<file path="src/rtl/bus_pkg.sv">
// ============================================================================
// Module      : bus_pkg
// Description : Shared frame-receive state encoding, delimiter/address/key
//               constants and a saturating increment helper.
// Revision    : 1.0 - initial release
// ============================================================================
`default_nettype none

package bus_pkg;

    typedef logic [2:0] state_t;

    localparam state_t IDLE  = 3'd0;
    localparam state_t ADDR  = 3'd1;
    localparam state_t DATA  = 3'd2;
    localparam state_t CRC   = 3'd3;
    localparam state_t CHECK = 3'd4;

    localparam logic [7:0] START_BYTE  = 8'h7E;
    localparam logic [7:0] BCAST_ADDR  = 8'hFF;
    localparam logic [7:0] DEFAULT_KEY = 8'h37;

    function automatic logic [7:0] sat_inc(input logic [7:0] v);
        return (v == 8'hFF) ? v : v + 8'd1;
    endfunction

endpackage

`default_nettype wire

</file>
<file path="src/rtl/frame_rx_checksum.sv">
// ============================================================================
// Module      : frame_rx_checksum
// Description : Keyed checksum check; ok is high when crc == data ^ KEY.
// Revision    : 1.0 - initial release
// ============================================================================
`default_nettype none

module frame_rx_checksum #(
    parameter logic [7:0] KEY = 8'h37
) (
    input  logic [7:0] data,
    input  logic [7:0] crc,
    output logic       ok
);

    assign ok = (crc == (data ^ KEY));

endmodule

`default_nettype wire

</file>
<file path="src/rtl/frame_rx.sv">
// ============================================================================
// Module      : frame_rx
// Description : START/ADDR/DATA/CRC byte-frame receiver feeding a checksum
//               check. Optional inter-byte timeout: FRAME_RX_TIMEOUT_EN.
// Revision    : 1.0 - initial release
// ============================================================================
`default_nettype none

module frame_rx
    import bus_pkg::*;
#(
    parameter logic [7:0] KEY       = DEFAULT_KEY,
    parameter logic [7:0] START     = START_BYTE,
    parameter logic [7:0] NODE_ADDR = 8'h01,
    parameter int         TIMEOUT   = 1000
) (
    input  logic       clk,
    input  logic       rst,
    input  logic [7:0] rx_byte,
    input  logic       rx_valid,
    output logic [7:0] frame_data,
    output logic       frame_valid,
    output logic       crc_err,
    output logic       timeout_err,
    output logic [7:0] err_count
);

    state_t     state_q, state_d;
    logic [7:0] data_q, data_d;
    logic [7:0] crc_q, crc_d;
    logic [7:0] frame_data_q, frame_data_d;
    logic       frame_valid_q, frame_valid_d;
    logic       crc_err_q, crc_err_d;
    logic [7:0] err_count_q, err_count_d;
    logic       timeout_hit;
    logic       sum_ok;

    frame_rx_checksum #(
        .KEY (KEY)
    ) u_checksum (
        .data (data_q),
        .crc  (crc_q),
        .ok   (sum_ok)
    );

`ifdef FRAME_RX_TIMEOUT_EN
    localparam int CNT_W = (TIMEOUT > 2) ? $clog2(TIMEOUT) : 1;

    logic [CNT_W-1:0] cnt_q, cnt_d;
    logic             timeout_err_q;
    logic             in_frame;

    assign in_frame    = (state_q == ADDR) || (state_q == DATA) || (state_q == CRC);
    // A strobe in the expiry cycle wins and is processed as a normal byte.
    assign timeout_hit = in_frame && !rx_valid && (cnt_q == CNT_W'(TIMEOUT - 1));

    always_comb begin
        cnt_d = '0;
        if (in_frame && !rx_valid && !timeout_hit) begin
            cnt_d = cnt_q + 1'b1;
        end
    end

    always_ff @(posedge clk) begin
        if (rst) begin
            cnt_q         <= '0;
            timeout_err_q <= 1'b0;
        end else begin
            cnt_q         <= cnt_d;
            timeout_err_q <= timeout_hit;
        end
    end

    assign timeout_err = timeout_err_q;
`else
    assign timeout_hit = 1'b0;
    assign timeout_err = 1'b0;
`endif

    always_comb begin
        state_d       = state_q;
        data_d        = data_q;
        crc_d         = crc_q;
        frame_data_d  = frame_data_q;
        frame_valid_d = 1'b0;
        crc_err_d     = 1'b0;
        err_count_d   = err_count_q;

        if (timeout_hit) begin
            state_d     = IDLE;
            err_count_d = sat_inc(err_count_q);
        end else begin
            case (state_q)
                IDLE: begin
                    if (rx_valid && (rx_byte == START)) begin
                        state_d = ADDR;
                    end
                end
                ADDR: begin
                    if (rx_valid) begin
                        state_d = ((rx_byte == NODE_ADDR) || (rx_byte == BCAST_ADDR)) ? DATA : IDLE;
                    end
                end
                DATA: begin
                    if (rx_valid) begin
                        data_d  = rx_byte;
                        state_d = CRC;
                    end
                end
                CRC: begin
                    if (rx_valid) begin
                        crc_d   = rx_byte;
                        state_d = CHECK;
                    end
                end
                CHECK: begin
                    // Any strobe landing here is deliberately dropped.
                    if (sum_ok) begin
                        frame_data_d  = data_q;
                        frame_valid_d = 1'b1;
                    end else begin
                        crc_err_d   = 1'b1;
                        err_count_d = sat_inc(err_count_q);
                    end
                    state_d = IDLE;
                end
                default: begin
                    state_d = IDLE;
                end
            endcase
        end
    end

    always_ff @(posedge clk) begin
        if (rst) begin
            state_q       <= IDLE;
            data_q        <= 8'h00;
            crc_q         <= 8'h00;
            frame_data_q  <= 8'h00;
            frame_valid_q <= 1'b0;
            crc_err_q     <= 1'b0;
            err_count_q   <= 8'h00;
        end else begin
            state_q       <= state_d;
            data_q        <= data_d;
            crc_q         <= crc_d;
            frame_data_q  <= frame_data_d;
            frame_valid_q <= frame_valid_d;
            crc_err_q     <= crc_err_d;
            err_count_q   <= err_count_d;
        end
    end

    assign frame_data  = frame_data_q;
    assign frame_valid = frame_valid_q;
    assign crc_err     = crc_err_q;
    assign err_count   = err_count_q;

endmodule

`default_nettype wire

</file>
<file path="config.mk">
export PLATFORM = sky130hd
export DESIGN_NAME = frame_rx
export DESIGN_NICKNAME = d
export VERILOG_FILES = /design/src/rtl/bus_pkg.sv /design/src/rtl/frame_rx_checksum.sv /design/src/rtl/frame_rx.sv
export SDC_FILE = /design/constraint.sdc
export NUM_CORES = 1
export LEC_CHECK = 0
export CELL_PAD_IN_SITES_DETAIL_PLACEMENT = 1
export CELL_PAD_IN_SITES_GLOBAL_PLACEMENT = 2
export CORE_UTILIZATION = 33
export DETAILED_ROUTE_END_ITERATION = 8
export GPL_TIMING_DRIVEN = 0
export PLACE_DENSITY = 0.84
export SYNTH_ARGS = -nofsm -noshare
export SYNTH_HDL_FRONTEND = slang
export SYNTH_SLANG_ARGS = --single-unit
</file>
<file path="constraint.sdc">
create_clock -name clk -period 4.7 [get_ports clk]
set_input_delay 0.47 -clock clk [delete_from_list [all_inputs] [get_ports clk]]
set_output_delay 0.47 -clock clk [all_outputs]
set_load 0.01 [all_outputs]
</file>
# After elaboration in Yosys (flattened, before gate mapping)
# Index checks and enable logic that the tools add are counted.
# classes
eq_ne	13
add_sub_neg	1
bitwise	4
n_mux	8
n_reduce_logical	9
# op_table
op	count
== test 8 bit (second input constant)	2
2-to-1 mux 3 bit	4
one-hot mux 3 bit (4 select lines)	1
adder 8 x 1 -> 8 bit (second input constant)	1
== test 8 x 1 -> 1 bit (second input constant)	1
== test 8 x 7 -> 1 bit (second input constant)	1
== test 8 bit	1
!= test 2 bit (second input constant)	4
== test 3 x 2 -> 1 bit (second input constant)	2
AND reduction 2 bit	3
NOT 5 bit	1
AND reduction 4 bit	1
== test 3 x 1 -> 1 bit (second input constant)	1
== test 3 bit (second input constant)	1
zero test 3 bit	1
NOT 1 bit	3
AND reduction 3 bit	1
2-to-1 mux 1 bit	2
2-to-1 mux 2 bit	1
OR reduction 2 bit	1
logical AND 1 bit	1
logical OR 1 bit	1
# totals
register_bits	37
wordCells	42
in_bits	11
out_inout_bits	19

# Longest topological paths before layout
# depth
depth_word	5
depth_mapped	6
mapped_depth_nobuf	5

# By module
# Synthesis repeated with hierarchy kept, for this count alone.
# hier_totals
cells_unflattened	182
hier_area_um2	1599.0
# modules_own_cells
module	cells_each	area_each_um2	n_inst
frame_rx	171	1512.7	1
frame_rx_checksum	11	86.3	1

# Worst setup path before layout
# Ideal clock, no wire load.
# synth_timing
path_kind	in2reg
from	input port rx_byte[4]
to	register state_q[1]
required_ps	4622
setup_ps	78
t_arrival_ps	1559
path_buffers	0
stages	5
setup_slack_ps	3064
cell_sequence	or4_1 nor4_1 a21oi_1 o31a_1 nor3_1
# synth_via
elab_chain_len	5
elab_cells_between_ends	10
classes_between	eq/ne (4); mux (3); reduce/logical (3)
# synth_lines
element	line	text
start, declared	frame_rx.sv:19	input logic [7:0] rx_byte,
== test 8 x 1 -> 1 bit / == test 8 bit (equally long branches)	frame_rx.sv:101	state_d = ((rx_byte == NODE_ADDR) || (rx_byte == BCAST_ADDR)) ? DATA : IDLE;
logical OR 1 bit	frame_rx.sv:101	
2-to-1 mux 2 bit	frame_rx.sv:101	
2-to-1 mux 3 bit	frame_rx.sv:100	if (rx_valid) begin
one-hot mux 3 bit (4 select lines)	frame_rx.sv:93	case (state_q)
end signal, assigned	frame_rx.sv:144	state_q <= state_d;
end, declared	frame_rx.sv:28	state_t state_q, state_d;
# Several ways; a longest one is shown, not always the timed one. The select of a mux whose other input is x is not followed.
# A chain may end at the register's enable or synchronous reset.

# Worst setup path after layout
# layout_timing
from	input port rx_valid
to	register data_q[2]
# layout_via
elab_chain_len	1
# layout_lines
element	line	text
start, declared	frame_rx.sv:20	input logic rx_valid,
AND reduction 2 bit (no source line)	-	
end signal, assigned	frame_rx.sv:145	data_q <= data_d;
end, declared	frame_rx.sv:29	logic [7:0] data_q, data_d;
# No other way between the ends.

==> results by group <==
Finish
  – Commonest non-fill, non-tap cell in the layout: dfxtp_1
  – Layout Nets: 222
  – Fillers: around 530
  – Most frequent cells in the layout: 37 x dfxtp_1, 28 x clkdlybuf4s50_1, 23 x nor2_1
  – Layout cells sized above 1: 0.06220
  – Area Overhead vs Synth: 26.59%
  – Number of diodes: 0

Power
  – Clock network power share: 0.383
  – Internal power: 420.7 uW
  – VDD IR max: 0.0001801 V
  – LEAKAGE: 0.0007036 uW
  – Switching power: about 120 uW
  – PD cells: 272.6 nW/um^2
  – Seq pwr share: 0.576
  – Switch share: 0.2266
  – Logic pwr share: 0.041

Worst setup path
  – Worst EP required: 4.86 ns
  – CP Capture Type: register
  – Critical path arrival: around 2.2 ns
  – CP Launch Type: input pin
  – Worst Setup Path Type: in -> reg
  – CP Max Fanout: 8

STA
  – PnR worst setup slack: 2.637 ns
  – Setup TNS: 0 ns
  – RSZ-0062 raised after global routing: no
  – Max-slew headroom: 0.3254
  – Final cycle utilization of the critical path: 0.4389
  – Worst Skew: 0.005283 ns
  – Finish-stage setup viols: 0
  – Tmin final: 2.063 ns
  – Fmax: around 0.48 GHz
  – Worst Max-Slew Pin Slew: 1.010 ns
  – Final slew viol count: 0
  – Fin. Hold Viols: 0
  – Worst hold slack: 0.4713 ns

Clocking
  – CTS max path bufs: 2
  – Post-CTS Hold Fix Bufs: 0
  – H-tree depth: 2
  – Cts repair resizes: 0
  – CTS Buf Count: 5
  – Later-pin clock latency in the skew report: 0.29 ns
  – CTS Sinks: 37
  – Postcts setup bufs: 0
  – Clk slew on worst S/H paths: approximately 0.07 ns
  – CTS tree: yes
  – Clock Tree Root: clkbuf_8

Synth
  – Post-Syn Nets: between 150 and 200
  – YS warnings: 0
  – Register area share after synthesis: 0.4698
  – Post-Syn Area: 1577 sq um
  – Top cells by area, synth: dfxtp_1 47%, mux2i_1 11%, nor2_1 5.5%, nand2_1 5.2%, a21oi_1 4.4%
  – Area share of the largest cell type after synthesis: 0.4698
  – Register bit count reported by yosys: 37
  – Synth area leader: dfxtp_1
  – Synthesized instance count: 175
  – Avg Synthesized Cell Area: 9.009 sq um
  – Synth cell types: 35

Routing
  – DRT iter0 DRCs: 43
  – DR pass1 iterations: 6
  – Mean number of vias per cell: 5.203
  – DR WL/cell: 15.51 microns
  – Top routing layer in use: met4
  – Met2 routed WL: 2.009 mm
  – Remaining DRCs: 0
  – WL final: 4.049 mm
  – DR WL met3: roughly 120 microns
  – Wire length on met1: 1.881 mm
  – Antenna Nets Post-Route: 0
  – DR vias: 1,358

GRT
  – Vias in the first global route: 1,369
  – All-Layer GR Usage: 0.1710
  – First-pass GRT wire length: 6.589 mm
  – Largest net degree at the start of global routing: 11
  – Initial antenna violation count: 0
  – GR Overflow Total: 0

Placed design
  – GPL Wtd Cong: 0.8176
  – DP Worst Slack: 2.302 ns
  – Hpwl dp: 2.973 mm
  – Port Buffers: 28

Floorplan
  – Initial cell density of the core: 0.3523
  – Die height: between 70 and 80 microns
  – # IOs: 30
  – Die width: 71.12 microns
  – Core Region: 4474 sq um
  – Row count: 24
  – Die area: roughly 5100 sq um

Job
  – Max-cap violations: 0

Worst hold path
  – HP Class: reg -> reg

Status
  – Status: finished, final reports clean
[final cells by class]
class / count / area [sq um] / share of cell area
clock inverters: 1 / 5.005 / 0.002508
flip-flops and latches: 37 / 740.7 / 0.3712
plain buffers: 8 / 42.54 / 0.02132
repair buffers: 28 / 280.3 / 0.1404
multi-input cells: 127 / 782.0 / 0.3919
clock buffers: 5 / 68.82 / 0.03448
well taps: 52 / 65.06 / 0.03260
inverters: 3 / 11.26 / 0.005643
[cells by family after synthesis]
family	Yosys count	share of synthesized area
adder cells (fa/ha/maj)	1	0.007935
AO/OA/AOI/OAI	24	0.09127
buffers and inverters	11	0.03413
flip-flops	37	0.4698
XOR/XNOR	8	0.04445
other	1	0.002379
multiplexers	19	0.1222
AND/OR/NAND/NOR	74	0.2278
[power groups by stage]
stage / clock network, uW / logic (uW) / registers [uW]
2_1_floorplan: 0 / 6.67 / 321
3_3_place_gp: 0 / 21.8 / 321
3_5_place_dp: 0 / 22.6 / 321
4_1_cts: 214 / 22.7 / 313
5_1_grt: 226 / 24.1 / 313
6_report: 208 / 22.4 / 313
[sequential cells by signal, summed over array words and instances, names as in the netlist]
register and flops:
frame_valid 1, data_q 8, crc_q 8, state_q 3
crc_err 1, err_count 8, frame_data 8
[cell usage after synthesis]
cell,n
ha_1,1
a21oi_1,14
buf_2,1
nand3_1,3
nor3b_1,1
or2_2,1
nand2b_1,2
nor3b_2,1
clkbuf_1,5
mux2i_1,17
a21boi_0,1
nand4_1,3
conb_1,1
buf_6,1
mux2_2,2
o2111ai_1,1
or3_1,3
o31ai_1,2
nor4_1,5
nand2_1,22
o31a_1,1
xnor2_1,5
nor4bb_1,1
xor2_1,3
a21bo_1,1
o21ai_0,3
buf_4,1
or4_1,3
inv_1,3
nor2b_1,1
nor3_1,4
dfxtp_1,37
nand4b_1,1
nor2_1,23
a221oi_1,1
[through the flow]
step	util	instances	instance area (sq um)	power, uW
2_1_floorplan	-	175	1577	327.2
3_3_place_gp	0.4295	255	1922	342.4
3_5_place_dp	0.4295	255	1922	343.2
4_1_cts	0.4460	261	1996	550.0
5_1_grt	0.4460	261	1996	563.5
6_report	0.4460	261	1996	543.9
[metal layers]
layer / global-route usage / up-vias
met5: 0 / -
met4: 0.04000 / 0
met3: 0.05128 / 4
met2: 0.3034 / 21
met1: 0.2028 / 660
li1: - / 673
[worst max-delay path: stages]
cell	delay (ns)
clkdlybuf4s50_1	0.55
nor4bb_1	0.33
clkbuf_1	0.55
mux2i_1	0.26
nor2_1	0.06
[path summary, 6_finish.rpt]
kind / from / end / slack [ns] / cells after the start
worst min-delay path: crc_q[1] / crc_q[1] / 0.47 / 2
worst max register to register: data_q[3] / err_count[0] / 2.83 / 6
worst max-delay path: rx_valid / data_q[2] / 2.64 / 5
worst min register to register: crc_q[1] / crc_q[1] / 0.47 / 2
Note: power is estimated with default switching activity, not from simulation.
